`config.mk`:
```
export PLATFORM = sky130hd
export DESIGN_NAME = pipe_ctrl
export DESIGN_NICKNAME = d
export VERILOG_FILES = /design/src/rtl/pipe_ctrl.sv
export SDC_FILE = /design/constraint.sdc
export NUM_CORES = 1
export LEC_CHECK = 0
export CORE_MARGIN = 2
export CORE_UTILIZATION = 56
export DETAILED_ROUTE_END_ITERATION = 8
export DONT_BUFFER_PORTS = 1
export PLACE_DENSITY = 0.8
export SYNTH_ARGS = -nofsm -noshare
export SYNTH_HDL_FRONTEND = slang
export SYNTH_SLANG_ARGS = --single-unit
```
`constraint.sdc`:
```
create_clock -name clk -period 1.85 [get_ports clk]
set_clock_uncertainty 0.15 [all_clocks]
set_input_delay 0.0925 -clock clk [delete_from_list [all_inputs] [get_ports clk]]
set_output_delay 0.0925 -clock clk [all_outputs]
set_load 0.02 [all_outputs]
```
`src/rtl/pipe_ctrl.sv`:
```
// -----------------------------------------------------------------------------
// pipe_ctrl -- pipeline hold / flush / redirect controller.
//
// Purpose:
//   Turns per-stage hold requests into a per-register stall vector. An
//   exception request is sequenced as follows:
//     - optionally wait in DRAIN until the outstanding memory transaction ends;
//     - issue a single FLUSH cycle that redirects the PC;
//     - run one quiet SETTLE cycle;
//     - return to IDLE.
//   If the drain takes too long, a timeout forces the flush and latches a
//   sticky error flag.
//
// Ports:
//   clk            in   clock, rising edge
//   rst            in   synchronous, active-high reset
//   stallreq_if    in   IF stage hold request
//   stallreq_id    in   ID stage hold request
//   stallreq_ex    in   EX stage hold request
//   stallreq_dc    in   DC stage hold request
//   stallreq_mem   in   MEM stage hold request
//   mem_busy       in   data-memory transaction outstanding
//   excp_req       in   exception/redirect request (single-cycle pulse)
//   excp_pc        in   handler address, valid with excp_req
//   stall          out  per-register hold, 1=Stop
//                       bit0 PC, bit1 IF/ID, bit2 ID/EX-in, bit3 ID/EX,
//                       bit4 EX/DC, bit5 DC/MEM, bit6 MEM/WB
//   flush          out  clear all pipeline registers this cycle
//   new_pc         out  redirect target (holds last captured value)
//   redirect_valid out  PC loads new_pc this cycle
//   drain_tmo      out  sticky: a drain exceeded the timeout
// -----------------------------------------------------------------------------
module pipe_ctrl #(
   parameter int STALL_W = 7,
   parameter int TMO_W   = 8
) (
   input  logic               clk,
   input  logic               rst,
   input  logic               stallreq_if,
   input  logic               stallreq_id,
   input  logic               stallreq_ex,
   input  logic               stallreq_dc,
   input  logic               stallreq_mem,
   input  logic               mem_busy,
   input  logic               excp_req,
   input  logic [31:0]        excp_pc,
   output logic [STALL_W-1:0] stall,
   output logic               flush,
   output logic [31:0]        new_pc,
   output logic               redirect_valid,
   output logic               drain_tmo
);

   typedef enum logic [1:0] {
      IDLE   = 2'd0,
      DRAIN  = 2'd1,
      FLUSH  = 2'd2,
      SETTLE = 2'd3
   } state_t;

   localparam logic [STALL_W-1:0] ALL_STOP = '1;
   localparam logic [TMO_W-1:0]   TMO_MAX  = '1;

   state_t              state_q;
   state_t              state_d;
   logic [TMO_W-1:0]    cnt_q;
   logic [31:0]         pc_q;
   logic                tmo_q;
   // High during the first cycle after reset is released; outputs stay quiet.
   logic                post_rst_q;
   logic [STALL_W-1:0]  req_stall;
   logic                hold;

   // Deepest requester wins. Every register up to and including the
   // requester's input register stops. The first NoStop register above the
   // stopped ones loads a bubble. A stage request never stops MEM/WB.
   always_comb begin
      // NOTE: every signal written in always_comb gets a default first, so no latch is inferred.
      req_stall = '0;
      if (stallreq_mem)     req_stall = ALL_STOP >> (STALL_W - 6);
      else if (stallreq_dc) req_stall = ALL_STOP >> (STALL_W - 5);
      else if (stallreq_ex) req_stall = ALL_STOP >> (STALL_W - 4);
      else if (stallreq_id) req_stall = ALL_STOP >> (STALL_W - 3);
      else if (stallreq_if) req_stall = ALL_STOP >> (STALL_W - 2);
   end

   // Next-state logic.
   always_comb begin
      state_d = state_q;
      case (state_q)
         IDLE: begin
            if (excp_req) state_d = mem_busy ? DRAIN : FLUSH;
         end
         DRAIN: begin
            // Leave when memory goes idle, or when the timeout has expired.
            if (!mem_busy || cnt_q == TMO_MAX) state_d = FLUSH;
         end
         FLUSH:   state_d = SETTLE;
         SETTLE:  state_d = IDLE;
         default: state_d = IDLE;
      endcase
   end

   // Output logic. Outputs are forced quiet while in reset and for one
   // cycle after reset, so an aborted redirect can never leak a flush pulse.
   assign hold = rst | post_rst_q;

   always_comb begin
      stall          = '0;
      flush          = 1'b0;
      redirect_valid = 1'b0;
      new_pc         = pc_q;
      case (state_q)
         IDLE:  stall = req_stall;
         DRAIN: stall = ALL_STOP;
         FLUSH: begin
            flush          = 1'b1;
            redirect_valid = 1'b1;
         end
         default: ;
      endcase
      if (hold) begin
         stall          = '0;
         flush          = 1'b0;
         redirect_valid = 1'b0;
         new_pc         = '0;
      end
   end

   assign drain_tmo = tmo_q;

   // State register, drain counter, captured PC and sticky timeout flag.
   always_ff @(posedge clk) begin
      // NOTE: sequential state uses non-blocking assignments, so every register samples pre-edge values.
      if (rst) begin
         state_q    <= IDLE;
         cnt_q      <= '0;
         pc_q       <= '0;
         tmo_q      <= 1'b0;
         post_rst_q <= 1'b1;
      end else begin
         state_q    <= state_d;
         post_rst_q <= 1'b0;
         if (state_q == IDLE && excp_req) begin
            pc_q  <= excp_pc;
            cnt_q <= '0;
         end
         // Count busy DRAIN cycles, saturating at all-ones. The edge on
         // which the count reaches all-ones also raises the sticky flag.
         if (state_q == DRAIN && mem_busy && cnt_q != TMO_MAX) begin
            cnt_q <= cnt_q + 1'b1;
            if (cnt_q == TMO_MAX - 1'b1) tmo_q <= 1'b1;
         end
      end
   end

endmodule

```
==> results.json, run 1 <==
{
  "die_area_mm2": 0.00421,
  "critical_path.top_delay_family": "compound AO/OA/AOI/OAI gates",
  "ant_nets": 0,
  "cp-startpoint": "state_q[1]",
  "drc": 0,
  "synth_seq_cells": 44,
  "layout-drive-gt1-share_pct": 10.3,
  "p_seq_share_pct": 43.4,
  "clockRootBuffer": "clkbuf_8",
  "firstDrtPassIters": 4,
  "yosysTopAreaCell": "dfxtp_1",
  "numPortBuffers": 0,
  "grt_pass1_vias": 1842,
  "cts_buffer_depth": 2,
  "final_cell_mix": "nand2_1 (70), dfxtp_1 (43), a21oi_1 (40)",
  "relSlewSlack_pct": 73.9,
  "row_count": 22,
  "post_cts_buffers": 0,
  "clkSinkCount": 44,
  "clk_pin_slew_worst_paths_ns": 0.08,
  "num_antenna_cells": 0,
  "grt_pass1_wl_mm": 8.09,
  "hold_viol_final": 0,
  "r2r_start": "state_q[1]",
  "synth_area_leaders": "dfxtp_1 (42%), nand2_1 (13%), and2_1 (10%)",
  "power.share.switching_pct": 30.5,
  "maxCapViolations": 0,
  "dieWidth_um": 64.9,
  "grt_usage_pct": 24.6,
  "comb_power_share_pct": 26.4,
  "crit_type": "reg -> out",
  "wl_mm": 5.00,
  "grt-ovfl-total": 0,
  "rsz0062_at_grt": "true",
  "timing.hold.ws_ns": 0.0812,
  "placeableCoreArea_mm2": 0.00361,
  "syn_area_mm2": 0.00208,
  "nets": 355,
  "ys_types": 36,
  "worst_path_largest_cell_delay_ns": 0.35,
  "ys_seq_area_share_pct": 42.4,
  "io_pins": 83,
  "crit_required_ns": 1.61,
  "cpMostUsedCell": "inv_1",
  "place_congestion": 0.830,
  "fillers": 283,
  "hp-start": "excp_req",
  "num_vias": 1969,
  "ys_warn_count": 0,
  "power_switching_w": 0.000769,
  "wl_per_cell_um": 14.0,
  "via_per_inst": 5.50,
  "dieHeight_um": 64.9,
  "yosys.area.top_type_share_pct": 42.4,
  "cellPowerDensity_mw_per_mm2": 946,
  "grt_max_degree": 49,
  "syn_avg_cell_area_um2": 7.61,
  "cts_tree": "done",
  "clock_latency_ns": 0.29,
  "outcome": "completed",
  "antenna_found_initial": 0,
  "numCtsBuffers": 5,
  "min_period_ns": 1.78,
  "ir_drop_uv": 598,
  "path_buf_inv": 3,
  "cp_cell_sequence": "inv_1 > ha_1 > buf_4 > inv_1 > a21oi_1 > a31o_2",
  "layout_commonest_cell": "nand2_1",
  "worstPathMaxFanout": 6,
  "worstPathArrival_ns": 1.54,
  "finalSetupViolCount": 0,
  "cellLeakagePower_nw": 1.01,
  "htreeDepth": 2,
  "drt-initial-drc-count": 141,
  "intPower_w": 0.00175,
  "startpoint_type": "flip-flop",
  "worst_pin_slew_ns": 0.391,
  "initial_utilization_pct": 57.6,
  "synthCells": 273,
  "worst_setup_path_end_kind": "output port",
  "slowest_stage": "dfxtp_1",
  "dp_hpwl_mm": 3.03,
  "p_clk_share_pct": 30.2,
  "hp-class": "in -> reg",
  "finalCritPeriodShare_pct": 96.5,
  "fmax_mhz": 560,
  "synthesis.nets": 319,
  "fin_tns_setup_ns": 0,
  "area_growth_pct": 28.1,
  "drv_slew": 0
}
==> worst reg2reg max path, cell delays in order (launching register included) <==
cell and delay [ns]:
dfxtp_1 0.33, inv_1 0.10, ha_1 0.20, nand2_2 0.11
a31o_4 0.25, or4_1 0.46, o311ai_1 0.08
==> cell usage after synthesis (all sizes together) <==
| cell | number |
|---|---|
| a41oi | 1 |
| ha | 5 |
| buf | 11 |
| o311ai | 4 |
| nor3 | 1 |
| nor2 | 6 |
| nor4 | 2 |
| a21oi | 40 |
| nand3 | 6 |
| nand2b | 1 |
| nand4 | 3 |
| or4 | 3 |
| mux2i | 2 |
| inv | 10 |
| dfxtp | 44 |
| a31o | 2 |
| and3 | 2 |
| o2111ai | 2 |
| a211oi | 1 |
| or2 | 1 |
| nand2 | 71 |
| and2 | 34 |
| or3 | 1 |
| o21ai | 6 |
| a31oi | 3 |
| clkbuf | 8 |
| o311a | 1 |
| nor2b | 1 |
| o21a | 1 |
==> power by group through the flow <==
stage,clock network (W),registers (W),logic [W]
after floorplan,0,0.00110,0.000456
after global placement,0,0.00110,0.000541
after detailed placement,0,0.00111,0.000556
after CTS,0.000772,0.00109,0.000640
after global routing,0.000818,0.00110,0.000742
final,0.000761,0.00109,0.000666
==> worst paths after layout <==
check	endpoint	slack, ns	depth (start not counted)
worst max register to register	cnt_q[6]	0.07	6
worst max-delay path	stall[3]	0.07	6
worst min-delay path	pc_q[28]	0.08	3
worst min register to register	pc_q[0]	0.30	2
==> sequential cells by signal, indices dropped and copies added, names as in the netlist <==
signal	flops
post_rst_q	1
drain_tmo	1
pc_q	32
cnt_q	8
state_q	2
==> layer usage <==
metal  wire length (µm)  vias up  GRT usage (%)  part of all wire, %
met2               2530       74           43.3                   51
met5                  0        -              0                    0
met3                327        6           5.90                  6.5
met4                 41        0           6.65                 0.82
li1                   -      986              -                    -
met1               2100      903           29.8                   42
==> through the flow <==
step	area (µm²)	std cells	util [%]	total power, W	setup WS, ns
finish	2660	358	73.8	0.00252	0.0656
global placement	2140	314	59.4	0.00164	0.115
global route	2660	358	73.8	0.00266	0.000132
CTS	2630	358	73.0	0.00250	0.0252
floorplan	2080	273	-	0.00155	0.125
detailed placement	2140	314	59.4	0.00167	0.0750
==> timing repair <==
item,in CTS,in global routing
gates resized for setup,0,8
hold endpoints to repair,44,0
endpoints found under the setup margin,0,17
hold buffers,36,0
==> layout make-up <==
type                            count  area (µm²)  area share [%]
Clock inverter                      2        38.8            1.46
Multi-Input combinational cell    200        1090            41.0
Tap cell                           48        60.1            2.26
Clock buffer                        6        82.6            3.10
Timing Repair Buffer               48         468            17.6
Inverter                           10        37.5            1.41
Sequential cell                    44         882            33.1
==> kinds of logic (layout without fill, tap and decap cells) <==
group	Yosys count	count (layout)	share of synthesized area, %
adders and majority gates	5	5	3.01
DFF	44	44	42.4
buffers and inverters	29	66	5.96
AOI/OAI and AO/OA	61	61	17.0
and+or+nand+nor	132	132	30.7
muxes	2	2	0.964
Note: power is estimated with default switching activity, not from simulation.
==> run 2, diff against run 1 <==
--- a/config.mk
+++ b/config.mk
@@ -6,10 +6,11 @@
 export NUM_CORES = 1
 export LEC_CHECK = 0
 export CORE_MARGIN = 2
-export CORE_UTILIZATION = 56
+export CORE_UTILIZATION = 55
 export DETAILED_ROUTE_END_ITERATION = 8
 export DONT_BUFFER_PORTS = 1
-export PLACE_DENSITY = 0.8
+export PLACE_DENSITY = 0.79
+export RECOVER_POWER = 25
 export SYNTH_ARGS = -nofsm -noshare
 export SYNTH_HDL_FRONTEND = slang
 export SYNTH_SLANG_ARGS = --single-unit
==> results.json, run 2 (synthesis results as in run 1) <==
{
  "final_cells": 359,
  "startpoint_type": "flip-flop",
  "grt_usage_pct": 24.1,
  "hp-class": "in -> reg",
  "num_antenna_cells": 0,
  "cts_tree": "done",
  "worstPathArrival_ns": 1.54,
  "num_vias": 1959,
  "ir_drop_uv": 659,
  "finalSetupViolCount": 0,
  "ant_nets": 0,
  "io_pins": 83,
  "clock_latency_ns": 0.29,
  "worst_setup_path_end_kind": "output port",
  "dieWidth_um": 65.5,
  "wl_per_cell_um": 14.0,
  "numPortBuffers": 0,
  "largest_reg_flops": 32,
  "clockRootBuffer": "clkbuf_8",
  "clk_pin_slew_worst_paths_ns": 0.08,
  "hold_viol_final": 0,
  "largestRegisters": "pc_q x32, cnt_q x8, state_q x2",
  "worstPathMaxFanout": 7,
  "timing.hold.ws_ns": 0.0342,
  "maxCapViolations": 0,
  "die_area_mm2": 0.00428,
  "layout-drive-gt1-share_pct": 11.3,
  "antenna_found_initial": 0,
  "rsz0062_at_grt": "true",
  "drc": 0,
  "via_per_inst": 5.46,
  "numCtsBuffers": 5,
  "cellLeakagePower_nw": 1.02,
  "placeableCoreArea_mm2": 0.00363,
  "relSlewSlack_pct": 73.6,
  "grt-ovfl-total": 0,
  "wl_mm": 5.03,
  "grt_pass1_vias": 1752,
  "cellPowerDensity_mw_per_mm2": 935,
  "grt_pass1_wl_mm": 8.05,
  "place_ws_ns": 0.0663,
  "regMostFlops": "pc_q",
  "crit_type": "reg -> out",
  "area_growth_pct": 28.1,
  "outcome": "completed",
  "cts_buffer_depth": 2,
  "final_cell_mix": "nand2_1 (70), dfxtp_1 (42), a21oi_1 (39)",
  "row_count": 22,
  "finalCritPeriodShare_pct": 96.1,
  "htreeDepth": 2,
  "place_congestion": 0.849,
  "worst_pin_slew_ns": 0.395,
  "setup_ws_ns": 0.0721,
  "layout_commonest_cell": "nand2_1",
  "clkSinkCount": 44,
  "crit_required_ns": 1.61,
  "grt_max_degree": 49,
  "initial_utilization_pct": 57.2,
  "firstDrtPassIters": 4,
  "fmax_mhz": 562,
  "fin_tns_setup_ns": 0,
  "min_period_ns": 1.78,
  "drt-initial-drc-count": 90,
  "dieHeight_um": 65.5,
  "drv_slew": 0,
  "nets": 356,
  "dp_cells": 316,
  "dp_hpwl_mm": 3.04
}
==> run 2: stage by stage <==
step / util (%) / power [W] / cell area (µm²)
floorplan: - / 0.00155 / 2080
global placement: 59.3 / 0.00166 / 2160
detailed placement: 59.3 / 0.00168 / 2160
CTS: 72.2 / 0.00246 / 2620
global route: 73.2 / 0.00263 / 2660
finish: 73.2 / 0.00249 / 2660
==> run 2: final cells by class <==
cell class              count  area (µm²)
clock buffers               6        72.6
clock inverters             2        35.0
fillers                   286         973
inverters                  10        37.5
multi-input cells         200        1110
flip-flops and latches     44         883
well taps                  48        60.1
repair buffers             49         465
==> run 2: report_power, final <==
group	internal, W	switching, W	total (W)	leakage, nW
clock network	0.000401	0.000315	0.000715	0.0552
registers	0.00105	0.0000479	0.00110	0.361
logic	0.000269	0.000407	0.000676	0.599
total	0.00172	0.000769	0.00249	1.02
==> run 2: critical path, stage by stage (launching register included) <==
cell and delay [ns]:
dfxtp_2 0.37, inv_1 0.09, ha_4 0.18, buf_4 0.15
o21ai_0 0.10, a21oi_2 0.08, a31o_2 0.27
==> run 2: path summary, 6_finish.rpt <==
kind	startpoint	to	slack, ns	depth (start not counted)
setup / recovery	state_q[0]	stall[3]	0.07	6
hold reg to reg	pc_q[31]	pc_q[31]	0.30	2
hold / removal	excp_req	state_q[0]	0.03	3
setup reg to reg	cnt_q[0]	cnt_q[6]	0.08	5
==> run 2: timing repair <==
action / in CTS / in global routing
hold endpoints to repair: 44 / 0
resized for setup: 0 / 9
buffers inserted: 0 / 0
endpoints found under the setup margin: 0 / 10
hold buffers: 35 / 0
==> run 2: layer usage <==
layer | vias to the layer above | track usage (%) | wire length [µm]
met5 | - | 0 | 0
met2 | 57 | 42.2 | 2560
met3 | 6 | 5.48 | 223
li1 | 981 | - | -
met1 | 915 | 29.4 | 2190
met4 | 0 | 7.29 | 61
==> run 3, diff against run 2 <==
--- a/config.mk
+++ b/config.mk
@@ -5,11 +5,10 @@
 export SDC_FILE = /design/constraint.sdc
 export NUM_CORES = 1
 export LEC_CHECK = 0
-export CORE_MARGIN = 2
-export CORE_UTILIZATION = 55
+export BUFFER_PORTS_ARGS = -buffer_cell sky130_fd_sc_hd__buf_2
+export CORE_UTILIZATION = 48
 export DETAILED_ROUTE_END_ITERATION = 8
-export DONT_BUFFER_PORTS = 1
-export PLACE_DENSITY = 0.79
+export PLACE_DENSITY = 0.85
 export RECOVER_POWER = 25
 export SYNTH_ARGS = -nofsm -noshare
 export SYNTH_HDL_FRONTEND = slang
==> constraint.sdc (replaced) <==
create_clock -name clk -period 1.65 [get_ports clk]
set_clock_uncertainty 0.15 [all_clocks]
set_input_delay 0.0825 -clock clk [delete_from_list [all_inputs] [get_ports clk]]
set_output_delay 0.0825 -clock clk [all_outputs]
set_load 0.02 [all_outputs]
==> results.json, run 3 (synthesis results as in run 1) <==
{
  "largest_reg_flops": 32,
  "intPower_w": 0.00194,
  "met2_length_mm": 3.10,
  "num_vias": 2325,
  "hold_path_depth": 2,
  "area_growth_pct": 54.6,
  "met1Wirelength_mm": 2.41,
  "placeableCoreArea_mm2": 0.00409,
  "outcome": "complete, but fails checks",
  "fmax_mhz": 591,
  "comb_power_share_pct": 32.8,
  "numCtsBuffers": 5,
  "cellPowerDensity_mw_per_mm2": 892,
  "final_cell_mix": "buf_2 (77), nand2_1 (69), dfxtp_1 (40)",
  "cts_tree": "done",
  "finalSetupViolCount": 2,
  "place_congestion": 0.903,
  "hp-class": "in -> reg",
  "drv_slew": 0,
  "power_switching_w": 0.000927,
  "ant_nets": 0,
  "antenna_found_initial": 0,
  "startpoint_type": "flip-flop",
  "r2r_start": "cnt_q[0]",
  "grt_usage_pct": 26.0,
  "rsz0062_at_grt": "true",
  "hold_viol_final": 0,
  "hold_end": "cnt_q[5]",
  "worst_setup_path_end_kind": "flip-flop",
  "power.share.switching_pct": 32.4,
  "ir_drop_uv": 574,
  "rr_worst_depth": 5,
  "nets": 446,
  "worst_pin_slew_ns": 0.325,
  "ff2ff_setup_slack_ns": -0.04,
  "row_count": 23,
  "timing.hold.ws_ns": 0.0318,
  "htreeDepth": 2,
  "min_period_ns": 1.69,
  "dr_wl_met3_um": 290,
  "finalCritPeriodShare_pct": 103,
  "relSlewSlack_pct": 78.3,
  "cellLeakagePower_nw": 1.45,
  "setup_ws_ns": -0.0434,
  "crit_required_ns": 1.71,
  "via_per_inst": 5.16,
  "wl_mm": 5.92,
  "worstPathMaxFanout": 4,
  "dieHeight_um": 67.8,
  "die_area_mm2": 0.00459,
  "worstPathArrival_ns": 1.75,
  "layout_commonest_cell": "buf_2",
  "clk_pin_slew_worst_paths_ns": 0.08,
  "num_antenna_cells": 0,
  "hp-start": "rst",
  "grt_max_degree": 35,
  "regMostFlops": "pc_q",
  "grt_pass1_vias": 2025,
  "clock_latency_ns": 0.29,
  "largestRegisters": "pc_q x32, cnt_q x8, state_q x2",
  "power_w": 0.00286,
  "p_clk_share_pct": 24.1,
  "clockRootBuffer": "clkbuf_8",
  "layout-drive-gt1-share_pct": 33.9,
  "placed_cell_area_mm2": 0.00265,
  "crit_type": "reg -> reg",
  "dieWidth_um": 67.8,
  "wl_per_cell_um": 13.1,
  "initial_utilization_pct": 50.8,
  "drc": 0,
  "highest_layer": "met4",
  "maxCapViolations": 0,
  "worstReg2RegEnd": "cnt_q[6]",
  "final_area_mm2": 0.00321,
  "violations": "setup timing",
  "numPortBuffers": 82,
  "p_seq_share_pct": 43.1,
  "grt_pass1_wl_mm": 8.89,
  "cts_buffer_depth": 2,
  "fin_tns_setup_ns": -0.0511,
  "postLayoutCoreUtil_pct": 78.6,
  "drt-initial-drc-count": 117,
  "firstDrtPassIters": 4,
  "clkSinkCount": 44,
  "io_pins": 83,
  "grt-ovfl-total": 0,
  "dp_hpwl_mm": 3.56
}
run 3: routing by layer:
metal | up-vias | track usage (%)
met2 | 93 | 45.3
met1 | 1054 | 30.6
met5 | - | 0
met3 | 13 | 5.07
met4 | 0 | 11.5
li1 | 1165 | -
run 3: worst max-delay path by stage:
| stage | startpoint | endpoint | slack, ns |
|---|---|---|---|
| 3_3_place_gp | cnt_q[0] | cnt_q[6] | 0.02 |
| 5_1_grt | cnt_q[0] | cnt_q[6] | -0.07 |
| 4_1_cts | cnt_q[0] | cnt_q[6] | -0.03 |
| 2_1_floorplan | state_q[1] | cnt_q[6] | -0.02 |
| 6_report | cnt_q[0] | cnt_q[6] | -0.04 |
| 3_5_place_dp | cnt_q[0] | cnt_q[6] | -0.01 |
run 3: power groups by stage:
stage	clock, W	combinational [W]	sequential, W
finish	0.000691	0.000939	0.00123
global route	0.000745	0.00104	0.00125
CTS	0.000705	0.000856	0.00123
detailed placement	0	0.000748	0.00125
global placement	0	0.000727	0.00124
floorplan	0	0.000516	0.00123
run 3: cell type report:
class	count	area, µm²
Multi-Input combinational cell	200	1170
Tap cell	50	62.6
Fill cell	268	876
Inverter	10	42.5
Clock buffer	7	86.3
Clock inverter	1	7.51
Timing Repair Buffer	139	957
Sequential cell	44	888
run 3: repair_timing:
item | 4_1_cts | 5_1_grt
buffers inserted | 1 | 4
gates resized for setup | 16 | 17
pin swaps | 1 | 3
endpoints found under the setup margin | 8 | 18
gates cloned | 0 | 0
endpoints found under the hold margin | 34 | 0
hold buffers | 33 | 0
run 3: per-stage QoR:
step           cells  setup slack [ns]
2_1_floorplan    273           -0.0154
3_3_place_gp     406            0.0205
3_5_place_dp     406           -0.0127
4_1_cts          447           -0.0286
5_1_grt          451           -0.0748
6_report         451           -0.0434
run 3: critical path: stages (launching register included):
cell and delay [ns]:
dfxtp_2 0.34, ha_4 0.15, and3_4 0.19, a31o_1 0.21
or4_4 0.49, o311ai_4 0.07
